### src/rtl/id_ex_stage_pkg.sv
// Shared types and constants for the ID/EX pipeline register: control packing,
// forwarding-select encodings and ALU op codes.
package id_ex_stage_pkg;

  localparam int INST_SZ  = 32;
  localparam int ALU_OP   = 3;
  localparam int FORW_ALU = 2;
  localparam int REG_SZ   = 5;
  localparam int CTRL_SZ  = ALU_OP + 7;

  localparam logic [REG_SZ-1:0] REG_RA = REG_SZ'(31);

  // Bit positions inside the packed control word, MSB first.
  localparam int CTRL_ALU_SRC    = ALU_OP + 6;
  localparam int CTRL_REG_DST    = ALU_OP + 5;
  localparam int CTRL_JAL_SEL    = ALU_OP + 4;
  localparam int CTRL_ALU_OP_LSB = 4;
  localparam int CTRL_MEM_READ   = 3;
  localparam int CTRL_MEM_WRITE  = 2;
  localparam int CTRL_REG_WRITE  = 1;
  localparam int CTRL_MEM_TO_REG = 0;

  typedef enum logic [FORW_ALU-1:0] {
    FW_NONE = 2'b00,
    FW_MEM  = 2'b01,
    FW_WB   = 2'b10
  } fw_sel_t;

  typedef enum logic [ALU_OP-1:0] {
    ALU_AND = 3'b000,
    ALU_OR  = 3'b001,
    ALU_ADD = 3'b010,
    ALU_SUB = 3'b110,
    ALU_SLT = 3'b111
  } alu_op_t;

  typedef struct packed {
    logic              alu_src;
    logic              reg_dst;
    logic              jal_sel;
    logic [ALU_OP-1:0] alu_op;
    logic              mem_read;
    logic              mem_write;
    logic              reg_write;
    logic              mem_to_reg;
  } ctrl_t;

  function automatic logic [REG_SZ-1:0] ex_dest(input ctrl_t c,
                                                input logic [REG_SZ-1:0] rt,
                                                input logic [REG_SZ-1:0] rd);
    if (c.jal_sel)      return REG_RA;
    else if (c.reg_dst) return rd;
    else                return rt;
  endfunction

endpackage

### src/rtl/id_ex_stage_if.sv
// Bus between decode, the ID/EX register and EX: decoded operands in, registered
// operands, control and forwarding selects out, plus hazard side-band signals.
interface id_ex_stage_if;
  import id_ex_stage_pkg::*;

  logic                 halt;
  logic                 flush;
  logic [INST_SZ-1:0]   read_data_1_d;
  logic [INST_SZ-1:0]   read_data_2_d;
  logic [INST_SZ-1:0]   instr_imm_d;
  logic [REG_SZ-1:0]    instr_rs_d;
  logic [REG_SZ-1:0]    instr_rt_d;
  logic [REG_SZ-1:0]    instr_rd_d;
  ctrl_t                ctrl_d;
  logic                 reg_write_m;
  logic [REG_SZ-1:0]    write_reg_m;

  logic                 stall_hu;
  logic [INST_SZ-1:0]   read_data_1_e;
  logic [INST_SZ-1:0]   read_data_2_e;
  logic [INST_SZ-1:0]   instr_imm_e;
  logic [REG_SZ-1:0]    instr_rt_e;
  logic [REG_SZ-1:0]    instr_rd_e;
  ctrl_t                ctrl_e;
  fw_sel_t              forward_a_fu;
  fw_sel_t              forward_b_fu;
  logic [REG_SZ-1:0]    write_reg_e;

  modport master (
    input  halt, flush, read_data_1_d, read_data_2_d, instr_imm_d,
           instr_rs_d, instr_rt_d, instr_rd_d, ctrl_d, reg_write_m, write_reg_m,
    output stall_hu, read_data_1_e, read_data_2_e, instr_imm_e, instr_rt_e,
           instr_rd_e, ctrl_e, forward_a_fu, forward_b_fu, write_reg_e
  );

  modport slave (
    output halt, flush, read_data_1_d, read_data_2_d, instr_imm_d,
           instr_rs_d, instr_rt_d, instr_rd_d, ctrl_d, reg_write_m, write_reg_m,
    input  stall_hu, read_data_1_e, read_data_2_e, instr_imm_e, instr_rt_e,
           instr_rd_e, ctrl_e, forward_a_fu, forward_b_fu, write_reg_e
  );
endinterface

### src/rtl/id_ex_stage_forward_sel.sv
// Forwarding select for one source register: the instruction now in EX is the
// newest producer and beats MEM; register 0 is hard-wired and never forwarded.
module id_ex_stage_forward_sel
  import id_ex_stage_pkg::*;
(
  input  logic [REG_SZ-1:0] src,
  input  logic              ex_we,
  input  logic [REG_SZ-1:0] ex_dst,
  input  logic              m_we,
  input  logic [REG_SZ-1:0] m_dst,
  output fw_sel_t           sel
);

  always_comb begin
    sel = FW_NONE;
    if (src != '0) begin
      if (ex_we && (ex_dst == src))
        sel = FW_MEM;
      else if (m_we && (m_dst == src))
        sel = FW_WB;
    end
  end

endmodule

### src/rtl/id_ex_stage.sv
// ID/EX pipeline register with load-use stall, flush and halt handling; forward
// selects are resolved here one cycle early so EX sees them registered.
module id_ex_stage
  import id_ex_stage_pkg::*;
(
  input  logic          clk,
  input  logic          reset,
  id_ex_stage_if.master bus
);

  ctrl_t              ctrl_q;
  logic [INST_SZ-1:0] read_data_1_q;
  logic [INST_SZ-1:0] read_data_2_q;
  logic [INST_SZ-1:0] instr_imm_q;
  logic [REG_SZ-1:0]  instr_rt_q;
  logic [REG_SZ-1:0]  instr_rd_q;
  fw_sel_t            forward_a_q;
  fw_sel_t            forward_b_q;
  fw_sel_t            forward_a_next;
  fw_sel_t            forward_b_next;
  logic [REG_SZ-1:0]  write_reg;
  logic               load_use;
  logic               bubble;

  assign write_reg = ex_dest(ctrl_q, instr_rt_q, instr_rd_q);

  // A load in EX whose result ID needs cannot be forwarded in time.
  assign load_use = ctrl_q.mem_read && (write_reg != '0) &&
                    ((write_reg == bus.instr_rs_d) || (write_reg == bus.instr_rt_d));
  assign bubble   = bus.flush || load_use;
  assign bus.stall_hu = !reset && (bus.halt || (load_use && !bus.flush));

  id_ex_stage_forward_sel u_forward_a (
    .src    (bus.instr_rs_d),
    .ex_we  (ctrl_q.reg_write),
    .ex_dst (write_reg),
    .m_we   (bus.reg_write_m),
    .m_dst  (bus.write_reg_m),
    .sel    (forward_a_next)
  );

  id_ex_stage_forward_sel u_forward_b (
    .src    (bus.instr_rt_d),
    .ex_we  (ctrl_q.reg_write),
    .ex_dst (write_reg),
    .m_we   (bus.reg_write_m),
    .m_dst  (bus.write_reg_m),
    .sel    (forward_b_next)
  );

  // Data fields load even under a bubble; zeroed control makes them inert.
  always_ff @(posedge clk) begin
    if (reset) begin
      ctrl_q        <= '0;
      read_data_1_q <= '0;
      read_data_2_q <= '0;
      instr_imm_q   <= '0;
      instr_rt_q    <= '0;
      instr_rd_q    <= '0;
      forward_a_q   <= FW_NONE;
      forward_b_q   <= FW_NONE;
    end else if (!bus.halt) begin
      read_data_1_q <= bus.read_data_1_d;
      read_data_2_q <= bus.read_data_2_d;
      instr_imm_q   <= bus.instr_imm_d;
      instr_rt_q    <= bus.instr_rt_d;
      instr_rd_q    <= bus.instr_rd_d;
      if (bubble) begin
        ctrl_q      <= '0;
        forward_a_q <= FW_NONE;
        forward_b_q <= FW_NONE;
      end else begin
        ctrl_q      <= bus.ctrl_d;
        forward_a_q <= forward_a_next;
        forward_b_q <= forward_b_next;
      end
    end
  end

  assign bus.ctrl_e        = ctrl_q;
  assign bus.read_data_1_e = read_data_1_q;
  assign bus.read_data_2_e = read_data_2_q;
  assign bus.instr_imm_e   = instr_imm_q;
  assign bus.instr_rt_e    = instr_rt_q;
  assign bus.instr_rd_e    = instr_rd_q;
  assign bus.forward_a_fu  = forward_a_q;
  assign bus.forward_b_fu  = forward_b_q;
  assign bus.write_reg_e   = write_reg;

endmodule

### src/flat_wrapper.sv
// flat-port wrapper written by rule: the top's interface ports become plain ports
module id_ex_stage_flat import id_ex_stage_pkg::*;
  (clk, reset, bus_halt, bus_flush, bus_read_data_1_d, bus_read_data_2_d, bus_instr_imm_d, bus_instr_rs_d, bus_instr_rt_d, bus_instr_rd_d, bus_ctrl_d, bus_reg_write_m, bus_write_reg_m, bus_stall_hu, bus_read_data_1_e, bus_read_data_2_e, bus_instr_imm_e, bus_instr_rt_e, bus_instr_rd_e, bus_ctrl_e, bus_forward_a_fu, bus_forward_b_fu, bus_write_reg_e);
  id_ex_stage_if bus_i ();
  input  logic clk;
  input  logic reset;
  input wire logic [$bits(bus_i.halt)-1:0] bus_halt;
  input wire logic [$bits(bus_i.flush)-1:0] bus_flush;
  input wire logic [$bits(bus_i.read_data_1_d)-1:0] bus_read_data_1_d;
  input wire logic [$bits(bus_i.read_data_2_d)-1:0] bus_read_data_2_d;
  input wire logic [$bits(bus_i.instr_imm_d)-1:0] bus_instr_imm_d;
  input wire logic [$bits(bus_i.instr_rs_d)-1:0] bus_instr_rs_d;
  input wire logic [$bits(bus_i.instr_rt_d)-1:0] bus_instr_rt_d;
  input wire logic [$bits(bus_i.instr_rd_d)-1:0] bus_instr_rd_d;
  input wire logic [$bits(bus_i.ctrl_d)-1:0] bus_ctrl_d;
  input wire logic [$bits(bus_i.reg_write_m)-1:0] bus_reg_write_m;
  input wire logic [$bits(bus_i.write_reg_m)-1:0] bus_write_reg_m;
  output wire logic [$bits(bus_i.stall_hu)-1:0] bus_stall_hu;
  output wire logic [$bits(bus_i.read_data_1_e)-1:0] bus_read_data_1_e;
  output wire logic [$bits(bus_i.read_data_2_e)-1:0] bus_read_data_2_e;
  output wire logic [$bits(bus_i.instr_imm_e)-1:0] bus_instr_imm_e;
  output wire logic [$bits(bus_i.instr_rt_e)-1:0] bus_instr_rt_e;
  output wire logic [$bits(bus_i.instr_rd_e)-1:0] bus_instr_rd_e;
  output wire logic [$bits(bus_i.ctrl_e)-1:0] bus_ctrl_e;
  output wire logic [$bits(bus_i.forward_a_fu)-1:0] bus_forward_a_fu;
  output wire logic [$bits(bus_i.forward_b_fu)-1:0] bus_forward_b_fu;
  output wire logic [$bits(bus_i.write_reg_e)-1:0] bus_write_reg_e;
  assign bus_i.halt = bus_halt;
  assign bus_i.flush = bus_flush;
  assign bus_i.read_data_1_d = bus_read_data_1_d;
  assign bus_i.read_data_2_d = bus_read_data_2_d;
  assign bus_i.instr_imm_d = bus_instr_imm_d;
  assign bus_i.instr_rs_d = bus_instr_rs_d;
  assign bus_i.instr_rt_d = bus_instr_rt_d;
  assign bus_i.instr_rd_d = bus_instr_rd_d;
  assign bus_i.ctrl_d = bus_ctrl_d;
  assign bus_i.reg_write_m = bus_reg_write_m;
  assign bus_i.write_reg_m = bus_write_reg_m;
  assign bus_stall_hu = bus_i.stall_hu;
  assign bus_read_data_1_e = bus_i.read_data_1_e;
  assign bus_read_data_2_e = bus_i.read_data_2_e;
  assign bus_instr_imm_e = bus_i.instr_imm_e;
  assign bus_instr_rt_e = bus_i.instr_rt_e;
  assign bus_instr_rd_e = bus_i.instr_rd_e;
  assign bus_ctrl_e = bus_i.ctrl_e;
  assign bus_forward_a_fu = bus_i.forward_a_fu;
  assign bus_forward_b_fu = bus_i.forward_b_fu;
  assign bus_write_reg_e = bus_i.write_reg_e;
  id_ex_stage u_core (.clk(clk), .reset(reset), .bus(bus_i));
endmodule
### config.mk
export PLATFORM = sky130hd
export DESIGN_NAME = id_ex_stage_flat
export DESIGN_NICKNAME = d
export VERILOG_FILES = /design/src/rtl/id_ex_stage_pkg.sv /design/src/rtl/id_ex_stage_if.sv /design/src/rtl/id_ex_stage_forward_sel.sv /design/src/rtl/id_ex_stage.sv /design/src/flat_wrapper.sv
export SDC_FILE = /design/constraint.sdc
export NUM_CORES = 1
export LEC_CHECK = 0
export ABC_AREA = 1
export BUFFER_PORTS_ARGS = -buffer_cell sky130_fd_sc_hd__buf_4
export CAP_MARGIN = 20
export CELL_PAD_IN_SITES_DETAIL_PLACEMENT = 0
export CELL_PAD_IN_SITES_GLOBAL_PLACEMENT = 2
export CORE_MARGIN = 3
export CORE_UTILIZATION = 23
export DETAILED_ROUTE_END_ITERATION = 10
export HOLD_SLACK_MARGIN = 0.05
export PLACE_DENSITY = 0.84
export SYNTH_ARGS = -nofsm -noshare
export SYNTH_HDL_FRONTEND = slang
export SYNTH_SLANG_ARGS = --single-unit
### constraint.sdc
create_clock -name clk -period 1.9 [get_ports clk]
set_input_delay 0.19 -clock clk [delete_from_list [all_inputs] [get_ports clk]]
set_output_delay 0.19 -clock clk [all_outputs]
set_load 0.005 [all_outputs]
==> results of run 1 <==
==> registers in the layout (all words and copies together), names as in the netlist <==
signal / flops
u_core.bus.ctrl_e: 10
u_core.bus.forward_a_fu: 2
u_core.bus.forward_b_fu: 2
u_core.bus.instr_imm_e: 32
u_core.bus.instr_rd_e: 5
u_core.bus.instr_rt_e: 5
u_core.bus.read_data_1_e: 32
u_core.bus.read_data_2_e: 32
==> cell usage after synthesis, types with 2 or more instances <==
cell type / n / area share
a21oi_1: 115 / 0.12
buf_2: 2 / 0.0021
nand3_2: 7 / 0.015
nand2_2: 5 / 0.0066
inv_2: 2 / 0.0016
nand3_1: 7 / 0.0074
nor3_1: 7 / 0.0074
nand2_1: 254 / 0.20
o21ai_0: 2 / 0.0021
inv_1: 14 / 0.011
a211oi_1: 5 / 0.0080
nand3b_1: 10 / 0.016
xor2_1: 4 / 0.0074
nand4_1: 10 / 0.013
dfxtp_1: 120 / 0.51
nor2_1: 18 / 0.014
clkbuf_1: 38 / 0.030
a21oi_2: 3 / 0.0056
==> metrics by stage <==
| stage | hold WS (ns) | worst slack (ns) |
|---|---|---|
| floorplan | 0.335 | 0.325 |
| global placement | 0.442 | 0.159 |
| detailed placement | 0.450 | 0.138 |
| CTS | 0.0843 | -0.203 |
| global route | 0.0939 | -0.295 |
| finish | 0.0841 | -0.147 |
==> cell families after synthesis <==
logic type	synth area share
AO/OA/AOI/OAI	0.142
XOR/XNOR	0.00930
buffers and inverters	0.0507
flip-flops	0.510
AND/OR/NAND/NOR	0.287
==> worst paths after layout <==
kind / to / slack (ns) / cells after the start
max: bus_stall_hu / -0.15 / 11
min: u_core.bus.read_data_2_e[4]$_SDFFE_PP0N_ / 0.08 / 3
max reg2reg: u_core.bus.forward_b_fu[0]$_SDFFE_PP0N_ / 0.23 / 12
min reg2reg: u_core.bus.instr_imm_e[14]$_SDFFE_PP0N_ / 0.46 / 2
==> worst max-delay path: stages (launching register included) <==
cell and delay, ns:
dfxtp_4 0.36, buf_6 0.14, nand2_4 0.08, nand3_4 0.09, nand2_2 0.07, nand2_2 0.06
nor2_4 0.11, nand3_2 0.10, nand2_2 0.11, nand3_2 0.08, a21oi_2 0.12, buf_4 0.13
==> layout make-up <==
class | instances | area, um^2 | share of cell area
timing repair buffer | 381 | 3150 | 0.361
sequential | 120 | 2410 | 0.276
multi-input combinational | 454 | 2180 | 0.249
clock buffer | 18 | 429 | 0.0491
tap | 265 | 332 | 0.0379
clock inverter | 14 | 163 | 0.0186
inverter | 17 | 71.3 | 0.00816
timing repair inverter | 1 | 7.51 | 0.000859
==> power by group through the flow <==
stage	Clock, mW	Sequential [mW]	Combinational, mW
final	3.27	2.73	1.15
after global routing	3.48	2.75	1.27
after CTS	3.36	2.73	1.14
after detailed placement	0	2.78	0.930
after global placement	0	2.78	0.933
after floorplan	0	2.78	0.353
==> what timing repair did <==
item / CTS / global route
gates cloned: 1 / 0
pin swaps: 13 / 8
endpoints found under the hold margin: 100 / 0
buffers inserted: 8 / 4
gates resized for setup: 21 / 12
setup endpoints to repair: 1 / 2
hold buffers: 100 / 0
==> routing by layer <==
layer / wire length [um] / share of wire
met1: 7580 / 0.42
met2: 8600 / 0.47
met3: 1630 / 0.090
met4: 333 / 0.018
met5: 0 / 0
==> results.md, run 1 <==
* DP HPWL at roughly 12 mm
* Share of cells above drive strength 1 at 0.348
* CTS tree: built
* Syn Area/Cell at around 7.4 um^2
* Clock Pin Slew Worst Setup and Hold Paths at ~0.060 ns
* Flop pwr share at 0.382
* Final hold violation count at 0
* Seq/Total Area, Yosys at 0.510
* Int Power at 5.27 mW
* Overall power at 7.15 mW
* Psw at approximately 1.9 mW
* Crit end category: output port
* Critical Path Source Type: flop
* Initial DRC count at ~200
* Non-Filler Instances at 1,270
* Total gr overflow at 0
* Fin area at 0.00874 mm^2
* Die Span Y at approximately 150 um
* TritonCTS Buffers at 17
* Met3 usage at 0.0644
* Nets at around 1,100
* Initial Util at 0.238
* Number of synthesized flops with an enable pin at 0
* M2 GR Usage at 0.267
* Final Skew at 0.0112 ns
* Crit Reg-Reg Startpoint: u_core.bus.ctrl_e[8]$_SDFFE_PP0N_
* Drt drc at 0
* Synth warn at 0
* Pleak at approximately 4.0 nW
* Largest net degree at the start of global routing at 65
* Ant. Diodes at 0
* Filler instances at 2,051
* Area Overhead vs Synth at 85.6%
* Worst Path Max Fanout at 4
* Setup TNS at -0.251 ns
* Clock sinks at 120
* M1 GR Usage at 0.194
* Asr flop ratio synth at 0
* Pins Over Slew Limit at 0
* Cell area after synthesis at ~0.0047 mm^2
* Antenna viol nets, final at 0
* Fmax at ~0.49 GHz
* Sw frac at 0.262
* Core Util, Final at 0.442
* Vias in the first global route at 5,521
* Gr busiest metal: met2
* DR pass1 iterations at 5
* CP Launch Point: u_core.bus.ctrl_e[8]$_SDFFE_PP0N_
* Max VDD drop at 0.551 mV
* Critical Path RT at 1.71 ns
* GPL Wtd Cong at roughly 0.84
* Kind of critical path: reg -> out
* WL final at 18.1 mm
* H-tree levels at 4
* GRT Total Usage at 0.161
* Status: complete, but fails checks
* DR vias/cell at 4.30
* Yosys reg bits at between 100 and 150
* Hold Crit Class: in -> reg
* Final setup viols at 2
* Library cells used by synthesis at 29
* Core box area at between 0.015 and 0.02 mm^2
* # IOs at around 260
* Max_cap viols at 0
* Post-synth top flop: dfxtp_1
* Clock Latency Late Sink at ~0.42 ns
* Initial antenna violation count at 0
* Combinational share of power at 0.161
* Port bufs at between 200 and 300
* Area after DPL at 0.00693 mm^2
* Crit share post-route at 1.08
* Global-route wire length before repair at roughly 29 mm
* Placed Cells at between 1,000 and 1,500
* Commonest non-fill, non-tap cells in the layout: buf_4 (277), nand2_1 (245), dfxtp_1 (118)
* Cell Pwr Density at ~820 mW/mm^2
* Max Buffers Root-to-Sink at 2
* Final Worst Setup Slack at -0.147 ns
* RSZ-0062 raised after global routing: yes
* DIE WIDTH at ~150 um
* Synthesized net count at 765
* DR WL/cell at ~14 um
* CP arrival at approximately 1.9 ns
* Slew @ Worst Pin at 0.502 ns
* Start point of the worst hold path: bus_read_data_2_d[4]
* Mapped Cells at roughly 630
* Clk pwr share at 0.457
* Rel. slew slack at 0.666
* Via count at between 5,000 and 6,000
* Violated checks: setup timing
* Leading cell type in the layout, fill and taps excluded: buf_4
* Post-layout minimum cycle time at 2.05 ns
* Die area at ~0.022 mm^2
* Root Buffer: clkbuf_16
* # rows at 51
Note: power is estimated with default switching activity, not from simulation.
==> run 2: changes to the inputs <==
Settings changed: ABC_AREA 1 to unset, CORE_UTILIZATION 23 to 25, PLACE_DENSITY 0.84 to 0.83, REMOVE_ABC_BUFFERS set to 1.
==> results.md, run 2 <==
* Clk pwr share at 0.474 (+0.017)
* Cell taking the most area after synthesis: dfxtp_1
* Die area at 0.0201 mm^2 (-9.7%)
* Max Buffers Root-to-Sink at 2 (unchanged)
* Slew @ Worst Pin at 0.682 ns (+0.180 ns)
* Critical Path Source Type: flop
* Initial Util at 0.261 (+0.0226)
* Cell Pwr Density at 848 mW/mm^2 (+3.8%)
* GRT Total Usage at 0.156 (-0.00534)
* Share of cells above drive strength 1 at 0.394 (+0.0460)
* Critical path's slowest cell: dfxtp_2
* Int Power at 5.75 mW (+9.1%)
* Pins Over Slew Limit at 0 (unchanged)
* Violated checks: setup timing
* Sw frac at 0.228 (-0.0342)
* Post-layout minimum cycle time at 2.52 ns (+0.469 ns)
* CP Launch Point: u_core.bus.ctrl_e[8]$_SDFFE_PP0N_
* Final hold violation count at 0 (unchanged)
* Antenna viol nets, final at 0 (unchanged)
* DR vias/cell at 4.35 (+0.95%)
* CP cell instances: buf_12 > mux2i_4 > a21o_1 > nand4b_1 > nor4_4 > o21bai_2 > o31ai_2 > buf_4
* Fin Hold WS at 0.0631 ns (-0.0210 ns)
* DP HPWL at 11.1 mm (-11%)
* H-tree levels at 4 (unchanged)
* Crit end category: output port
* Rel. slew slack at 0.544 (-0.121)
* Leading cell type in the layout, fill and taps excluded: buf_4
* Initial antenna violation count at 0 (unchanged)
* Commonest non-fill, non-tap cells in the layout: buf_4 (278), dfxtp_1 (119), dlygate4sd3_1 (111)
* Largest net degree at the start of global routing at 102 (+57%)
* Area share of the largest cell type after synthesis at 0.522 (+0.0118)
* CP max stage delay at 0.36 ns (about the same)
* CTS tree: built
* Synth warn at 0 (unchanged)
* Place WS at -0.242 ns (-0.380 ns)
* Clock Pin Slew Worst Setup and Hold Paths at 0.06 ns (about the same)
* WL final at 16.2 mm (-11%)
* CP arrival at 2.33 ns (+0.47 ns)
* Fmax at 0.397 GHz (-19%)
* Kind of critical path: reg -> out
* DR WL/cell at 15.2 um (+6.1%)
* Number of synthesized flops with an enable pin at 0 (unchanged)
* Filler instances at 1,579 (-23%)
* Clock sinks at 120 (unchanged)
* Global-route wire length before repair at 24.9 mm (-13%)
* Pleak at 4.27 nW (+6.0%)
* Final setup viols at 13 (+11)
* Crit Reg-Reg Startpoint: u_core.bus.ctrl_e[8]$_SDFFE_PP0N_
* Commonest cells post-synth: dfxtp_1 (120), nor2_1 (110), mux2i_1 (109)
* Port bufs at 256 (unchanged)
* Total gr overflow at 0 (unchanged)
* Via count at 4,641 (-15%)
* # IOs at 257 (unchanged)
* Vias in the first global route at 4,910 (-11%)
* Post-synth top flop: dfxtp_1
* Worst Path Max Fanout at 7 (+3)
* Yosys reg bits at 120 (unchanged)
* Hold Crit Class: in -> reg
* Cell area after synthesis at 0.00460 mm^2 (-2.3%)
* Mapped Cells at 440 (-31%)
* DR pass1 iterations at 4 (-1)
* Area Overhead vs Synth at 90.8%
* Synth area leaders: dfxtp_1 (52%), mux2i_1 (24%), nor2_1 (9.0%)
* Top-count cell post-synth: dfxtp_1
* GPL Wtd Cong at 0.846 (+0.55%)
* Status: complete, but fails checks
* Max VDD drop at 0.568 mV (+3.2%)
* Final Skew at 0.00906 ns (-0.00218 ns)
* Combinational share of power at 0.158 (-0.003)
* Die Span Y at 142 um (-5.0%)
* RSZ-0062 raised after global routing: yes
* Setup TNS at -4.75 ns (-4.50 ns)
* Start point of the worst hold path: reset
* Delay-heaviest family, CP: simple AND/OR/NAND/NOR gates
* Flop pwr share at 0.369 (-0.013)
* Critical Path RT at 1.71 ns (about the same)
* Seq/Total Area, Yosys at 0.522 (+0.0118)
* Asr flop ratio synth at 0 (unchanged)
* Syn Area/Cell at 10.5 um^2 (+41%)
* Max_cap viols at 0 (unchanged)
* Crit share post-route at 1.32 (+0.247)
* Initial DRC count at 136 (-32%)
* Clock Latency Late Sink at 0.41 ns (about the same)
* TritonCTS Buffers at 17 (unchanged)
* Core box area at 0.0177 mm^2 (-11%)
* Psw at 1.70 mW (-9.4%)
* CP bufs+invs at 2 (unchanged)
* Nets at 960 (-15%)
* # rows at 48 (-5.9%)
* Root Buffer: clkbuf_16
* Library cells used by synthesis at 32 (+10%)
* DIE WIDTH at 142 um (-5.0%)
* Drt drc at 0 (unchanged)
* Final Worst Setup Slack at -0.616 ns (-0.469 ns)
## run 2: cell types whose count changed in the layout (fill, tap and decap cells not counted), sizes merged, moves of 11 or more
cell,before,now
nor2,19,110
a21oi,118,4
nand2,260,4
mux2i,0,110
inv,24,4
dlygate4sd3,100,111
## run 2: layout make-up
type / count / area, um^2 / area share
clock buffer: 20 / 447 / 0.0509
antenna: 1 / 2.50 / 0.000285
timing repair buffer: 400 / 3350 / 0.381
multi-input combinational: 287 / 2090 / 0.238
sequential: 120 / 2400 / 0.274
tap: 225 / 282 / 0.0321
inverter: 3 / 11.3 / 0.00128
clock inverter: 12 / 198 / 0.0225
## run 2: power by group through the flow
stage	Clock, mW	Combinational [mW]	Sequential (mW)
global placement	0	0.957	2.79
floorplan	0	0.287	2.80
detailed placement	0	0.974	2.80
finish	3.53	1.18	2.75
CTS	3.63	1.17	2.74
global route	3.74	1.27	2.76
## run 2: repair_timing
item / CTS / global route
pin swaps: 9 / 4
setup buffers: 3 / 3
hold buffers: 111 / 0
resized for setup: 6 / 10
endpoints found under the hold margin: 111 / 0
setup endpoints to repair: 15 / 17
## run 2: cells by family after synthesis
| logic type | after synthesis | synth area share |
|---|---|---|
| flops | 120 | 0.522 |
| mux | 110 | 0.242 |
| buf+inv | 33 | 0.0318 |
| compound gates | 25 | 0.0481 |
| xor+xnor | 16 | 0.0304 |
| simple gates | 136 | 0.126 |
## run 2: layer usage
metal / global-route usage / part of all wire
met1: 0.174 / 0.40
met2: 0.270 / 0.51
met3: 0.0495 / 0.071
met4: 0.0712 / 0.022
met5: 0 / 0
## run 2: path summary, 6_finish.rpt
check	endpoint	slack [ns]	depth (start not counted)
min	u_core.bus.instr_rd_e[2]$_SDFFE_PP0N_	0.06	2
min reg2reg	u_core.bus.ctrl_e[9]$_SDFFE_PP0N_	0.48	1
max reg2reg	u_core.bus.ctrl_e[2]$_SDFFE_PP0N_	-0.37	10
max	bus_stall_hu	-0.62	8
## run 2: stage by stage
stage | power [mW] | util | instances | area [um^2]
after floorplan | 3.09 | - | 410 | 4470
after global placement | 3.75 | 0.392 | 919 | 6920
after detailed placement | 3.77 | 0.392 | 919 | 6920
after CTS | 7.54 | 0.494 | 1065 | 8720
after global routing | 7.77 | 0.497 | 1067 | 8780
final | 7.45 | 0.497 | 1068 | 8780
==> run 3: changes to the inputs <==
Settings changed: PLACE_DENSITY 0.83 to 0.86.
==> results.md, run 3 (synthesis results as in run 2) <==
* Status: complete, but fails checks
* Violated checks: setup timing
* Pins Over Slew Limit at 0 (unchanged)
* CP arrival at 2.28 ns (-0.05 ns)
* Kind of critical path: reg -> out
* Initial Util at 0.261 (unchanged)
* Final setup viols at 15 (+2)
* Start point of the worst hold path: reset
* Max Buffers Root-to-Sink at 2 (unchanged)
* Filler instances at 1,573 (-0.38%)
* WL final at 15.8 mm (-2.6%)
* Cell Pwr Density at 816 mW/mm^2 (-3.9%)
* Worst r2r path cells at 11 (+1)
* Clock sinks at 120 (unchanged)
* Core Util, Final at 0.496 (-0.00113)
* Worst Path Max Fanout at 3 (-4)
* Largest net degree at the start of global routing at 101 (-0.98%)
* Global-route wire length before repair at 25.0 mm (+0.14%)
* Port bufs at 256 (unchanged)
* Die Span Y at 142 um (unchanged)
* DR WL/cell at 14.8 um (-2.5%)
* Sw frac at 0.243 (+0.0148)
* # IOs at 257 (unchanged)
* Hold Path Depth at 2 (unchanged)
* Initial antenna violation count at 0 (unchanged)
* Max_cap viols at 0 (unchanged)
* Rel. slew slack at 0.557 (+0.0121)
* Core box area at 0.0177 mm^2 (unchanged)
* Nets at 958 (-0.21%)
* RSZ-0062 raised after global routing: yes
* Drt drc at 0 (unchanged)
* DP HPWL at 10.9 mm (-2.4%)
* DIE WIDTH at 142 um (unchanged)
* Critical Path RT at 1.71 ns (about the same)
* Crit share post-route at 1.30 (-0.0264)
* CP max stage delay at 0.37 ns (about the same)
* H-tree levels at 4 (unchanged)
* Root Buffer: clkbuf_16
* Crit end category: output port
* Setup TNS at -2.72 ns (+2.02 ns)
* Leading cell type in the layout, fill and taps excluded: buf_4
* Hold Crit Class: in -> reg
* Vias in the first global route at 5,018 (+2.2%)
* Total gr overflow at 0 (unchanged)
* # rows at 48 (unchanged)
* TritonCTS Buffers at 17 (unchanged)
* Share of cells above drive strength 1 at 0.396 (+0.00213)
* Commonest non-fill, non-tap cells in the layout: buf_4 (273), dfxtp_1 (119), dlygate4sd3_1 (111)
* Flop pwr share at 0.385 (+0.016)
* Antenna viol nets, final at 0 (unchanged)
* Combinational share of power at 0.166 (+0.008)
* Psw at 1.73 mW (+2.1%)
* Die area at 0.0201 mm^2 (unchanged)
* DR vias/cell at 4.42 (+1.8%)
* Critical path's slowest cell: dfxtp_4
* Initial DRC count at 116 (-15%)
* Register-to-register path setup slack at -0.20 ns (+0.17 ns)
* Fmax at 0.406 GHz (+2.0%)
* Hold Path Sink: u_core.bus.instr_rt_e[1]$_SDFFE_PP0N_
* Via count at 4,716 (+1.6%)
* Post-layout minimum cycle time at 2.47 ns (-0.0502 ns)
* CTS tree: built
* Area Overhead vs Synth at 90.4%
* Int Power at 5.41 mW (-5.9%)
* Clock Pin Slew Worst Setup and Hold Paths at 0.05 ns (about the same)
* Slew @ Worst Pin at 0.660 ns (-0.0218 ns)
* CP cell instances: buf_6 > buf_6 > mux2i_2 > nand2_2 > buf_6 > xnor2_2 > and4_1 > o21bai_2 > o31ai_2 > buf_4
* Critical Path Source Type: flop
* DR pass1 iterations at 6 (+2)
* GRT Total Usage at 0.154 (-0.00187)
* Final Skew at 0.00618 ns (-0.00288 ns)
* Final Worst Setup Slack at -0.566 ns (+0.0502 ns)
* Clk pwr share at 0.450 (-0.024)
* Clock Latency Late Sink at 0.40 ns (about the same)
* Pleak at 4.24 nW (-0.63%)
* Max VDD drop at 0.556 mV (-2.3%)
* Final hold violation count at 0 (unchanged)
* Crit Reg-Reg Startpoint: u_core.bus.ctrl_e[8]$_SDFFE_PP0N_
* Most used cell, CP: buf_6
* RR Endpoint: u_core.bus.ctrl_e[5]$_SDFFE_PP0N_
* GPL Wtd Cong at 0.869 (+2.7%)
## run 3: cell type report
class | count | area, um^2 | area share
antenna | 1 | 2.50 | 0.000286
clock buffer | 19 | 453 | 0.0517
clock inverter | 13 | 144 | 0.0164
inverter | 3 | 11.3 | 0.00129
multi-input combinational | 287 | 2120 | 0.242
sequential | 120 | 2410 | 0.275
tap | 225 | 282 | 0.0321
timing repair buffer | 398 | 3340 | 0.382
## run 3: what timing repair did
| item | CTS | global route |
|---|---|---|
| hold buffers | 111 | 0 |
| resized for setup | 8 | 15 |
| setup buffers | 7 | 3 |
| hold endpoints to repair | 111 | 0 |
| pin swaps | 14 | 10 |
| endpoints found under the setup margin | 13 | 16 |
## run 3: worst max path at each step
stage / slack [ns] / startpoint / cells after the start / endpoint
after global routing: -0.69 / u_core.bus.ctrl_e[8]$_SDFFE_PP0N_ / 10 / bus_stall_hu
after CTS: -0.64 / u_core.bus.ctrl_e[8]$_SDFFE_PP0N_ / 9 / bus_stall_hu
final: -0.57 / u_core.bus.ctrl_e[8]$_SDFFE_PP0N_ / 10 / bus_stall_hu
after detailed placement: -0.25 / u_core.bus.ctrl_e[8]$_SDFFE_PP0N_ / 9 / bus_stall_hu
after global placement: -0.18 / u_core.bus.ctrl_e[8]$_SDFFE_PP0N_ / 8 / bus_stall_hu
after floorplan: -0.21 / u_core.bus.ctrl_e[8]$_SDFFE_PP0N_ / 6 / bus_stall_hu
## run 3: worst max-delay path, delay by kind of cell, from the launching register on
kind | cells | cell delay, ns
buffers and inverters | 4 | 0.52
flip-flops | 1 | 0.37
AND/OR/NAND/NOR | 2 | 0.35
AO/OA/AOI/OAI | 2 | 0.32
multiplexers | 1 | 0.21
XOR/XNOR | 1 | 0.10
## run 3: power groups by stage
stage	Sequential (mW)	Clock [mW]	Combinational, mW
after global routing	2.77	3.43	1.28
after detailed placement	2.80	0	0.955
after floorplan	2.80	0	0.287
after CTS	2.75	3.31	1.16
after global placement	2.79	0	0.942
final	2.75	3.21	1.18
## run 3: stage by stage
| stage | hold WS, ns | instance area, um^2 | std cells | setup WS [ns] | total power, mW |
|---|---|---|---|---|---|
| 2_1_floorplan | 0.262 | 4470 | 410 | -0.210 | 3.09 |
| 3_3_place_gp | 0.419 | 6880 | 913 | -0.181 | 3.73 |
| 3_5_place_dp | 0.427 | 6880 | 913 | -0.247 | 3.75 |
| 4_1_cts | 0.0590 | 8670 | 1063 | -0.643 | 7.21 |
| 5_1_grt | 0.0947 | 8760 | 1065 | -0.690 | 7.47 |
| 6_report | 0.0859 | 8760 | 1066 | -0.566 | 7.15 |
## run 3: per-layer routing
metal  up-vias  wire length [um]  track usage
met2       195              7970        0.278
met1      2219              6220        0.165
met3        22              1330       0.0620
li1       2280                 -            -
met4         0               250       0.0449
met5         -                 0            0
